===== src/rtl/bank_dma_engine_pkg.sv =====
// Shared types for the bank block-move engine: FSM states and operation modes.
package bank_dma_engine_pkg;

    typedef enum logic [3:0] {
        S_IDLE,
        S_RD_SETUP,
        S_RD_CLKH,
        S_RD_CLKL,
        S_WR_SETUP,
        S_WR_CLKH,
        S_WR_CLKL,
        S_NEXT,
        S_DONE
    } state_t;

    localparam logic MODE_FILL = 1'b0;
    localparam logic MODE_COPY = 1'b1;

endpackage


===== src/rtl/bank_dma_engine_port_mux.sv =====
// Expands one logical SRAM port onto the flattened per-bank buses and picks the
// read slice of the selected bank.
module bank_port_mux #(
    parameter int ADDR_W    = 14,
    parameter int DATA_W    = 8,
    parameter int NUM_BANKS = 4,
    parameter int BSEL_W    = 2
) (
    input  logic [BSEL_W-1:0]           bank,
    input  logic                        active,
    input  logic [ADDR_W-1:0]           ad,
    input  logic [DATA_W-1:0]           din,
    input  logic                        ce,
    input  logic                        wre,
    input  logic                        oce,
    input  logic                        clk,
    input  logic [NUM_BANKS*DATA_W-1:0] dout_bus,
    output logic [NUM_BANKS-1:0]        sel,
    output logic [NUM_BANKS*ADDR_W-1:0] ad_bus,
    output logic [NUM_BANKS*DATA_W-1:0] din_bus,
    output logic [NUM_BANKS-1:0]        ce_bus,
    output logic [NUM_BANKS-1:0]        wre_bus,
    output logic [NUM_BANKS-1:0]        oce_bus,
    output logic [NUM_BANKS-1:0]        clk_bus,
    output logic [DATA_W-1:0]           rdata
);

    for (genvar b = 0; b < NUM_BANKS; b++) begin : g_bank
        assign sel[b] = active && (bank == BSEL_W'(b));
        assign ad_bus[b*ADDR_W +: ADDR_W]  = sel[b] ? ad  : '0;
        assign din_bus[b*DATA_W +: DATA_W] = sel[b] ? din : '0;
        assign ce_bus[b]  = sel[b] & ce;
        assign wre_bus[b] = sel[b] & wre;
        assign oce_bus[b] = sel[b] & oce;
        assign clk_bus[b] = sel[b] & clk;
    end

    // An out-of-range index reads as zero.
    always_comb begin
        rdata = '0;
        for (int b = 0; b < NUM_BANKS; b++)
            if (bank == BSEL_W'(b)) rdata = dout_bus[b*DATA_W +: DATA_W];
    end

endmodule


===== src/rtl/bank_dma_engine.sv =====
// Block-move engine: fills a bank range with a constant or copies a range between
// banks using the core's three-phase SRAM access (setup, clk high, clk low).
module bank_dma_engine
    import bank_dma_engine_pkg::*;
#(
    parameter int ADDR_W    = 14,
    parameter int DATA_W    = 8,
    parameter int NUM_BANKS = 4,
    parameter int BSEL_W    = 2
) (
    input  logic                        sysclk,
    input  logic                        arduino_reset_n,
    input  logic                        start,
    input  logic                        abort,
    input  logic                        mode,
    input  logic [BSEL_W-1:0]           src_bank,
    input  logic [BSEL_W-1:0]           dst_bank,
    input  logic [ADDR_W-1:0]           src_addr,
    input  logic [ADDR_W-1:0]           dst_addr,
    input  logic [ADDR_W:0]             length,
    input  logic [DATA_W-1:0]           fill_value,
    output logic                        busy,
    output logic                        done,
    output logic                        err,
    output logic                        aborted,
    input  logic [NUM_BANKS*DATA_W-1:0] mem_dout,
    output logic [NUM_BANKS*DATA_W-1:0] mem_din,
    output logic [NUM_BANKS*ADDR_W-1:0] mem_ad,
    output logic [NUM_BANKS-1:0]        mem_ce,
    output logic [NUM_BANKS-1:0]        mem_wre,
    output logic [NUM_BANKS-1:0]        mem_oce,
    output logic [NUM_BANKS-1:0]        mem_clk
);

    localparam logic [BSEL_W:0] NB = (BSEL_W+1)'(NUM_BANKS);

    state_t              state, nstate;
    logic                mode_r, err_r, aborted_r;
    logic [BSEL_W-1:0]   src_r, dst_r;
    logic [ADDR_W-1:0]   rd_ptr, wr_ptr;
    logic [ADDR_W:0]     remaining;
    logic [DATA_W-1:0]   fill_r, buf_r, rd_data, wr_data, unused_wr_rdata;
    logic                bad, working;
    logic                rd_act, rd_en, rd_clk, wr_act, wr_en, wr_clk;

    assign bad = ({1'b0, dst_bank} >= NB) || ((mode == MODE_COPY) && ({1'b0, src_bank} >= NB));
    assign working = (state != S_IDLE) && (state != S_DONE);

    always_comb begin
        nstate = state;
        case (state)
            S_IDLE:
                if (start) begin
                    if (bad || length == '0) nstate = S_DONE;
                    else if (mode == MODE_COPY) nstate = S_RD_SETUP;
                    else nstate = S_WR_SETUP;
                end
            S_RD_SETUP: nstate = S_RD_CLKH;
            S_RD_CLKH:  nstate = S_RD_CLKL;
            S_RD_CLKL:  nstate = S_WR_SETUP;
            S_WR_SETUP: nstate = S_WR_CLKH;
            S_WR_CLKH:  nstate = S_WR_CLKL;
            S_WR_CLKL:  nstate = S_NEXT;
            S_NEXT:
                if (remaining == (ADDR_W+1)'(1)) nstate = S_DONE;
                else if (mode_r == MODE_COPY) nstate = S_RD_SETUP;
                else nstate = S_WR_SETUP;
            S_DONE:     if (!start) nstate = S_IDLE;
            default:    nstate = S_IDLE;
        endcase
        if (working && abort) nstate = S_DONE;
    end

    always_ff @(posedge sysclk or negedge arduino_reset_n) begin
        if (!arduino_reset_n) begin
            state     <= S_IDLE;
            mode_r    <= 1'b0;
            src_r     <= '0;
            dst_r     <= '0;
            rd_ptr    <= '0;
            wr_ptr    <= '0;
            remaining <= '0;
            fill_r    <= '0;
            buf_r     <= '0;
            err_r     <= 1'b0;
            aborted_r <= 1'b0;
        end else begin
            state <= nstate;
            case (state)
                S_IDLE:
                    if (start) begin
                        mode_r    <= mode;
                        src_r     <= src_bank;
                        dst_r     <= dst_bank;
                        rd_ptr    <= src_addr;
                        wr_ptr    <= dst_addr;
                        remaining <= length;
                        fill_r    <= fill_value;
                        err_r     <= bad;
                        aborted_r <= 1'b0;
                    end
                S_RD_CLKL: buf_r <= rd_data;
                S_NEXT: begin
                    rd_ptr    <= rd_ptr + ADDR_W'(1);
                    wr_ptr    <= wr_ptr + ADDR_W'(1);
                    remaining <= remaining - (ADDR_W+1)'(1);
                end
                S_DONE:
                    if (!start) begin
                        err_r     <= 1'b0;
                        aborted_r <= 1'b0;
                    end
                default: ;
            endcase
            if (working && abort) aborted_r <= 1'b1;
        end
    end

    assign busy    = working;
    assign done    = (state == S_DONE);
    assign err     = err_r;
    assign aborted = aborted_r;

    // Enables span setup and clk-high so the bank sees them stable across its rising clock.
    assign rd_act  = (state == S_RD_SETUP) || (state == S_RD_CLKH) || (state == S_RD_CLKL);
    assign rd_en   = (state == S_RD_SETUP) || (state == S_RD_CLKH);
    assign rd_clk  = (state == S_RD_CLKH);
    assign wr_act  = (state == S_WR_SETUP) || (state == S_WR_CLKH) || (state == S_WR_CLKL);
    assign wr_en   = (state == S_WR_SETUP) || (state == S_WR_CLKH);
    assign wr_clk  = (state == S_WR_CLKH);
    assign wr_data = (mode_r == MODE_COPY) ? buf_r : fill_r;

    logic [NUM_BANKS-1:0]        rd_sel, wr_sel, rd_ce, wr_ce, rd_wre, wr_wre;
    logic [NUM_BANKS-1:0]        rd_oce, wr_oce, rd_clkb, wr_clkb;
    logic [NUM_BANKS*ADDR_W-1:0] rd_ad, wr_ad, ad_or, ad_q;
    logic [NUM_BANKS*DATA_W-1:0] unused_rd_din, wr_din, din_q;

    bank_port_mux #(.ADDR_W(ADDR_W), .DATA_W(DATA_W), .NUM_BANKS(NUM_BANKS), .BSEL_W(BSEL_W)) u_rd_port (
        .bank(src_r), .active(rd_act), .ad(rd_ptr), .din('0), .ce(rd_en), .wre(1'b0),
        .oce(rd_en), .clk(rd_clk), .dout_bus(mem_dout), .sel(rd_sel), .ad_bus(rd_ad),
        .din_bus(unused_rd_din), .ce_bus(rd_ce), .wre_bus(rd_wre), .oce_bus(rd_oce),
        .clk_bus(rd_clkb), .rdata(rd_data)
    );

    bank_port_mux #(.ADDR_W(ADDR_W), .DATA_W(DATA_W), .NUM_BANKS(NUM_BANKS), .BSEL_W(BSEL_W)) u_wr_port (
        .bank(dst_r), .active(wr_act), .ad(wr_ptr), .din(wr_data), .ce(wr_en), .wre(wr_en),
        .oce(1'b0), .clk(wr_clk), .dout_bus(mem_dout), .sel(wr_sel), .ad_bus(wr_ad),
        .din_bus(wr_din), .ce_bus(wr_ce), .wre_bus(wr_wre), .oce_bus(wr_oce),
        .clk_bus(wr_clkb), .rdata(unused_wr_rdata)
    );

    assign mem_ce  = rd_ce | wr_ce;
    assign mem_wre = rd_wre | wr_wre;
    assign mem_oce = rd_oce | wr_oce;
    assign mem_clk = rd_clkb | wr_clkb;
    assign ad_or   = rd_ad | wr_ad;

    // Banks not driven this cycle keep their last address/data.
    for (genvar b = 0; b < NUM_BANKS; b++) begin : g_out
        assign mem_ad[b*ADDR_W +: ADDR_W] = (rd_sel[b] | wr_sel[b]) ? ad_or[b*ADDR_W +: ADDR_W]
                                                                    : ad_q[b*ADDR_W +: ADDR_W];
        assign mem_din[b*DATA_W +: DATA_W] = wr_sel[b] ? wr_din[b*DATA_W +: DATA_W]
                                                       : din_q[b*DATA_W +: DATA_W];
    end

    always_ff @(posedge sysclk or negedge arduino_reset_n) begin
        if (!arduino_reset_n) begin
            ad_q  <= '0;
            din_q <= '0;
        end else begin
            ad_q  <= mem_ad;
            din_q <= mem_din;
        end
    end

endmodule


===== config.mk =====
export PLATFORM = sky130hd
export DESIGN_NAME = bank_dma_engine
export DESIGN_NICKNAME = d
export VERILOG_FILES = /design/src/rtl/bank_dma_engine_pkg.sv /design/src/rtl/bank_dma_engine_port_mux.sv /design/src/rtl/bank_dma_engine.sv
export SDC_FILE = /design/constraint.sdc
export NUM_CORES = 1
export LEC_CHECK = 0
export CAP_MARGIN = 5
export CORE_UTILIZATION = 45
export DETAILED_ROUTE_END_ITERATION = 8
export PLACE_DENSITY = 0.84
export SKIP_CTS_REPAIR_TIMING = 1
export SYNTH_ARGS = -nofsm -noshare
export SYNTH_HDL_FRONTEND = slang
export SYNTH_SLANG_ARGS = --single-unit
export TNS_END_PERCENT = 20

===== constraint.sdc =====
create_clock -name sysclk -period 2.7 [get_ports sysclk]
set_clock_uncertainty 0.05 [all_clocks]
set_input_delay 0.405 -clock sysclk [delete_from_list [all_inputs] [get_ports sysclk]]
set_output_delay 0.405 -clock sysclk [all_outputs]
set_load 0.005 [all_outputs]

==> reports/qor.txt <==
RUN STATUS
-----------------------------------------------------------------------------------------------------
Result of the run                                                                        complete, but fails checks
Violations in the final reports                                                          hold timing, setup timing

YOSYS
-----------------------------------------------------------------------------------------------------
Syn_area_per_cell                                                                            10.3 um2
FFs w/ async S/R, synth                                                                          100%
Leading post-synthesis cells by cell area                                                sky130_fd_sc_hd__dfrtp_1 50%, sky130_fd_sc_hd__a22o_1 6.4%, sky130_fd_sc_hd__a21o_1 5.7%
Fraction of the mapped netlist area in simple logic gates                                       17.3%
Share of the synthesized area in compound gates (AO/OA/AOI/OAI)                                 22.1%
EDFF count, synth                                                                                   0
Number of library cell types mapped by synthesis                                                   64
Xor and xnor area share after synthesis                                                        0.448%
Fraction of post-synthesis cell area in the top cell type by area                               50.2%
Share of the yosys chip area belonging to registers                                             50.2%
Register bit count reported by yosys                                                              157
Top cell type by total area after synthesis                                              sky130_fd_sc_hd__dfrtp_1
Main combinational cell family by area after synthesis                                   compound AO/OA/AOI/OAI gates
Proportion of synthesized area in mux cells                                                     4.61%
Syn Inst Count                                                                                    760
Post-synth net total                                                                              856
Post-synthesis share of cell area spent on full adders, half adders and majority gates         0.640%
Netlist area before placement                                                             0.00782 mm2
Most instantiated flip-flop cell in the synthesis netlist                                sky130_fd_sc_hd__dfrtp_1
Count of warnings emitted by yosys                                                                  0

DIE
-----------------------------------------------------------------------------------------------------
Effective utilization at floorplan                                                              46.7%
Placeable core area                                                                        0.0168 mm2
Placement Rows                                                                                     47
Number of ports placed on the die boundary                                                        200
Area enclosed by the die boundary                                                          0.0179 mm2
Die X                                                                                          134 um
Die Span Y                                                                                     134 um

STA
-----------------------------------------------------------------------------------------------------
Tightest Pin Transition                                                                        788 ps
Worst hold margin                                                                            -61.4 ps
Setup tns final                                                                              -6790 ps
Minimum clock period after layout                                                             3020 ps
# setup viols final                                                                                30
Max-slew violations                                                                                 0
RSZ-0062 raised after global routing                                                              yes
Number of hold violations in the final report                                                      42
Slew HR                                                                                         47.5%
Fmax                                                                                          331 MHz
Tcrit/Tclk final                                                                                 112%
Final worst slack                                                                             -321 ps

PWR
-----------------------------------------------------------------------------------------------------
Maximum vdd drop                                                                             0.606 mV
Net switching power                                                                         0.00493 W
Internal power                                                                              0.00801 W
Clk network pwr share                                                                           19.3%
Sequential group share of total power                                                           35.0%
Combinational Power Share                                                                       45.7%
Leak                                                                                          5.67 nW
Fraction of power spent switching nets                                                          38.1%
Pwr Density                                                                               1160 mW/mm2

PLACE
-----------------------------------------------------------------------------------------------------
Gp weighted congestion                                                                          0.934
Port Buffer Count                                                                                 198
Setup slack at placement                                                                      -138 ps
Placed wire-length estimate                                                                  17400 um

GLOBAL ROUTING
-----------------------------------------------------------------------------------------------------
First-pass GRT wire length                                                                   37900 um
GRT Overall Usage                                                                               27.6%
Via count of the first global-routing pass                                                       6956
Antenna violations before repair                                                                    0
Largest net degree at the start of global routing                                                  77
GRT Residual Overflow                                                                               0

ROUTING
-----------------------------------------------------------------------------------------------------
Routed wire length                                                                           25600 um
Total iterations of the first detailed-routing run                                                  5
Via-to-Cell Ratio                                                                                6.02
Total number of vias                                                                             7246
Antenna Nets Post-Route                                                                             0
Final routed DRC violation total                                                                    0
Per-cell routed wire length                                                                   21.3 um
Detailed router's first-iteration violation count                                                 804

CELLS AND AREA
-----------------------------------------------------------------------------------------------------
Layout cells sized above 1                                                                      17.3%
Most frequent standard cell in the layout excluding fill and tap cells                   sky130_fd_sc_hd__dfrtp_1
Most frequent cells in the layout                                                        157 x sky130_fd_sc_hd__dfrtp_1, 122 x sky130_fd_sc_hd__clkdlybuf4s50_1, 79 x sky130_fd_sc_hd__nand2_1, 71 x sky130_fd_sc_hd__nor2_1, 60 x sky130_fd_sc_hd__dlymetal6s2s_1
Number of nets in the layout                                                                     1067
Antenna diodes                                                                                      0
Growth of design area from synthesis to finish                                                  42.6%

CTS
-----------------------------------------------------------------------------------------------------
Clock tree root buffer cell                                                              sky130_fd_sc_hd__clkbuf_16
Skew-Pair Late Insertion Delay                                                                 430 ps
Worst-path clk slew                                                                             60 ps
Depth of the CTS H-tree                                                                             4
Clock sink total                                                                                  157
Maximum clock path buffer count                                                                     2
TritonCTS buffer count                                                                             17
Clock tree from TritonCTS                                                                       built

WORST SETUP PATH
-----------------------------------------------------------------------------------------------------
Startpoint type of the worst setup path                                                     flip-flop
Worst path arrival time                                                                       2570 ps
Crit-path max FO                                                                                   17
Type of the worst setup path                                                                  reg2out
Required time worst endpoint                                                                  2250 ps
Worst Setup End Kind                                                                       output pin

RUN
-----------------------------------------------------------------------------------------------------
Count of max-cap constraint violations                                                              0

WORST HOLD PATH
-----------------------------------------------------------------------------------------------------
Classification of the worst-slack hold path                                                  in2async

power by group through the flow:
| stage | logic (W) | clock network (W) | registers, W |
|---|---|---|---|
| final | 0.00592 | 0.00250 | 0.00453 |
| after global routing | 0.00635 | 0.00262 | 0.00463 |
| after CTS | 0.00587 | 0.00251 | 0.00445 |
| after detailed placement | 0.00583 | 0 | 0.00447 |
| after global placement | 0.00568 | 0 | 0.00442 |
| after floorplan | 0.00323 | 0 | 0.00394 |
final timing paths:
| check | from | endpoint | slack, ps | cells after the start |
|---|---|---|---|---|
| worst max-delay path | state[1]$_DFFE_PN0P_ | mem_din[30] | -320 | 7 |
| max in group asynchronous | arduino_reset_n | ad_q[20]$_DFF_PN0_ | 1970 | 2 |
| worst min register to register | ad_q[22]$_DFF_PN0_ | ad_q[22]$_DFF_PN0_ | 420 | 1 |
| worst min-delay path | arduino_reset_n | remaining[7]$_DFFE_PN0P_ | -60 | 1 |
| min in group sysclk | ad_q[22]$_DFF_PN0_ | ad_q[22]$_DFF_PN0_ | 420 | 1 |
| worst max register to register | state[1]$_DFFE_PN0P_ | wr_ptr[7]$_DFFE_PN0P_ | 320 | 7 |
metal layers:
layer	vias to the layer above	wire (um)	global-route usage [%]	share of wire, %
li1	3230	-	-	-
met1	3562	10300	36.6	40
met2	368	12300	43.4	48
met3	86	1880	5.90	7.4
met4	0	1140	12.5	4.4
met5	-	0	0	0
logic make-up after synthesis:
logic type      Yosys count
compound gates          236
xor+xnor                  4
fa+ha+maj                 4
buf+inv                  74
flops                   157
mux                      25
other cells               1
simple gates            259
cell usage after synthesis, drive strengths merged (11+ instances only):
cell and instances:
dfrtp 157, nand2 79, nor2 76, a21o 59, a22o 57, a21oi 49, buf 41, clkbuf 26
nand3 18, nor3 18, nor4 13, o21ai 12, o311ai 11
critical path, cell delays in order (launching register included):
cell and delay, ps:
sky130_fd_sc_hd__dfrtp_1 420, sky130_fd_sc_hd__and2_4 160, sky130_fd_sc_hd__buf_12 140, sky130_fd_sc_hd__nor4bb_4 370, sky130_fd_sc_hd__buf_6 240, sky130_fd_sc_hd__nor2_1 60, sky130_fd_sc_hd__a21oi_1 210, sky130_fd_sc_hd__clkdlybuf4s50_1 550
state kept, by name (all words and copies together), names as in the netlist:
signal     cells
remaining     15
src_r          2
state          4
buf_r          8
aborted        1
fill_r         8
wr_ptr        14
din_q         32
dst_r          2
mode_r         1
ad_q          56
rd_ptr        14
cell type report:
| type | count | area [um2] |
|---|---|---|
| Clock buffer | 21 | 470 |
| Clock inverter | 10 | 138 |
| Fill cell | 1250 | 5600 |
| Inverter | 7 | 26.3 |
| Multi-Input combinational cell | 529 | 3670 |
| Sequential cell | 157 | 3930 |
| Tap cell | 220 | 275 |
| Timing Repair Buffer | 259 | 2640 |
through the flow:
| step | utilization, % | area (um2) | total power, W | cells |
|---|---|---|---|---|
| 2_1_floorplan | - | 7820 | 0.00717 | 760 |
| 3_3_place_gp | 60.7 | 10200 | 0.0101 | 1158 |
| 3_5_place_dp | 60.7 | 10200 | 0.0103 | 1158 |
| 4_1_cts | 64.3 | 10800 | 0.0128 | 1189 |
| 5_1_grt | 66.6 | 11200 | 0.0136 | 1203 |
| 6_report | 66.6 | 11200 | 0.0129 | 1203 |
Note: power is estimated with default switching activity, not from simulation.
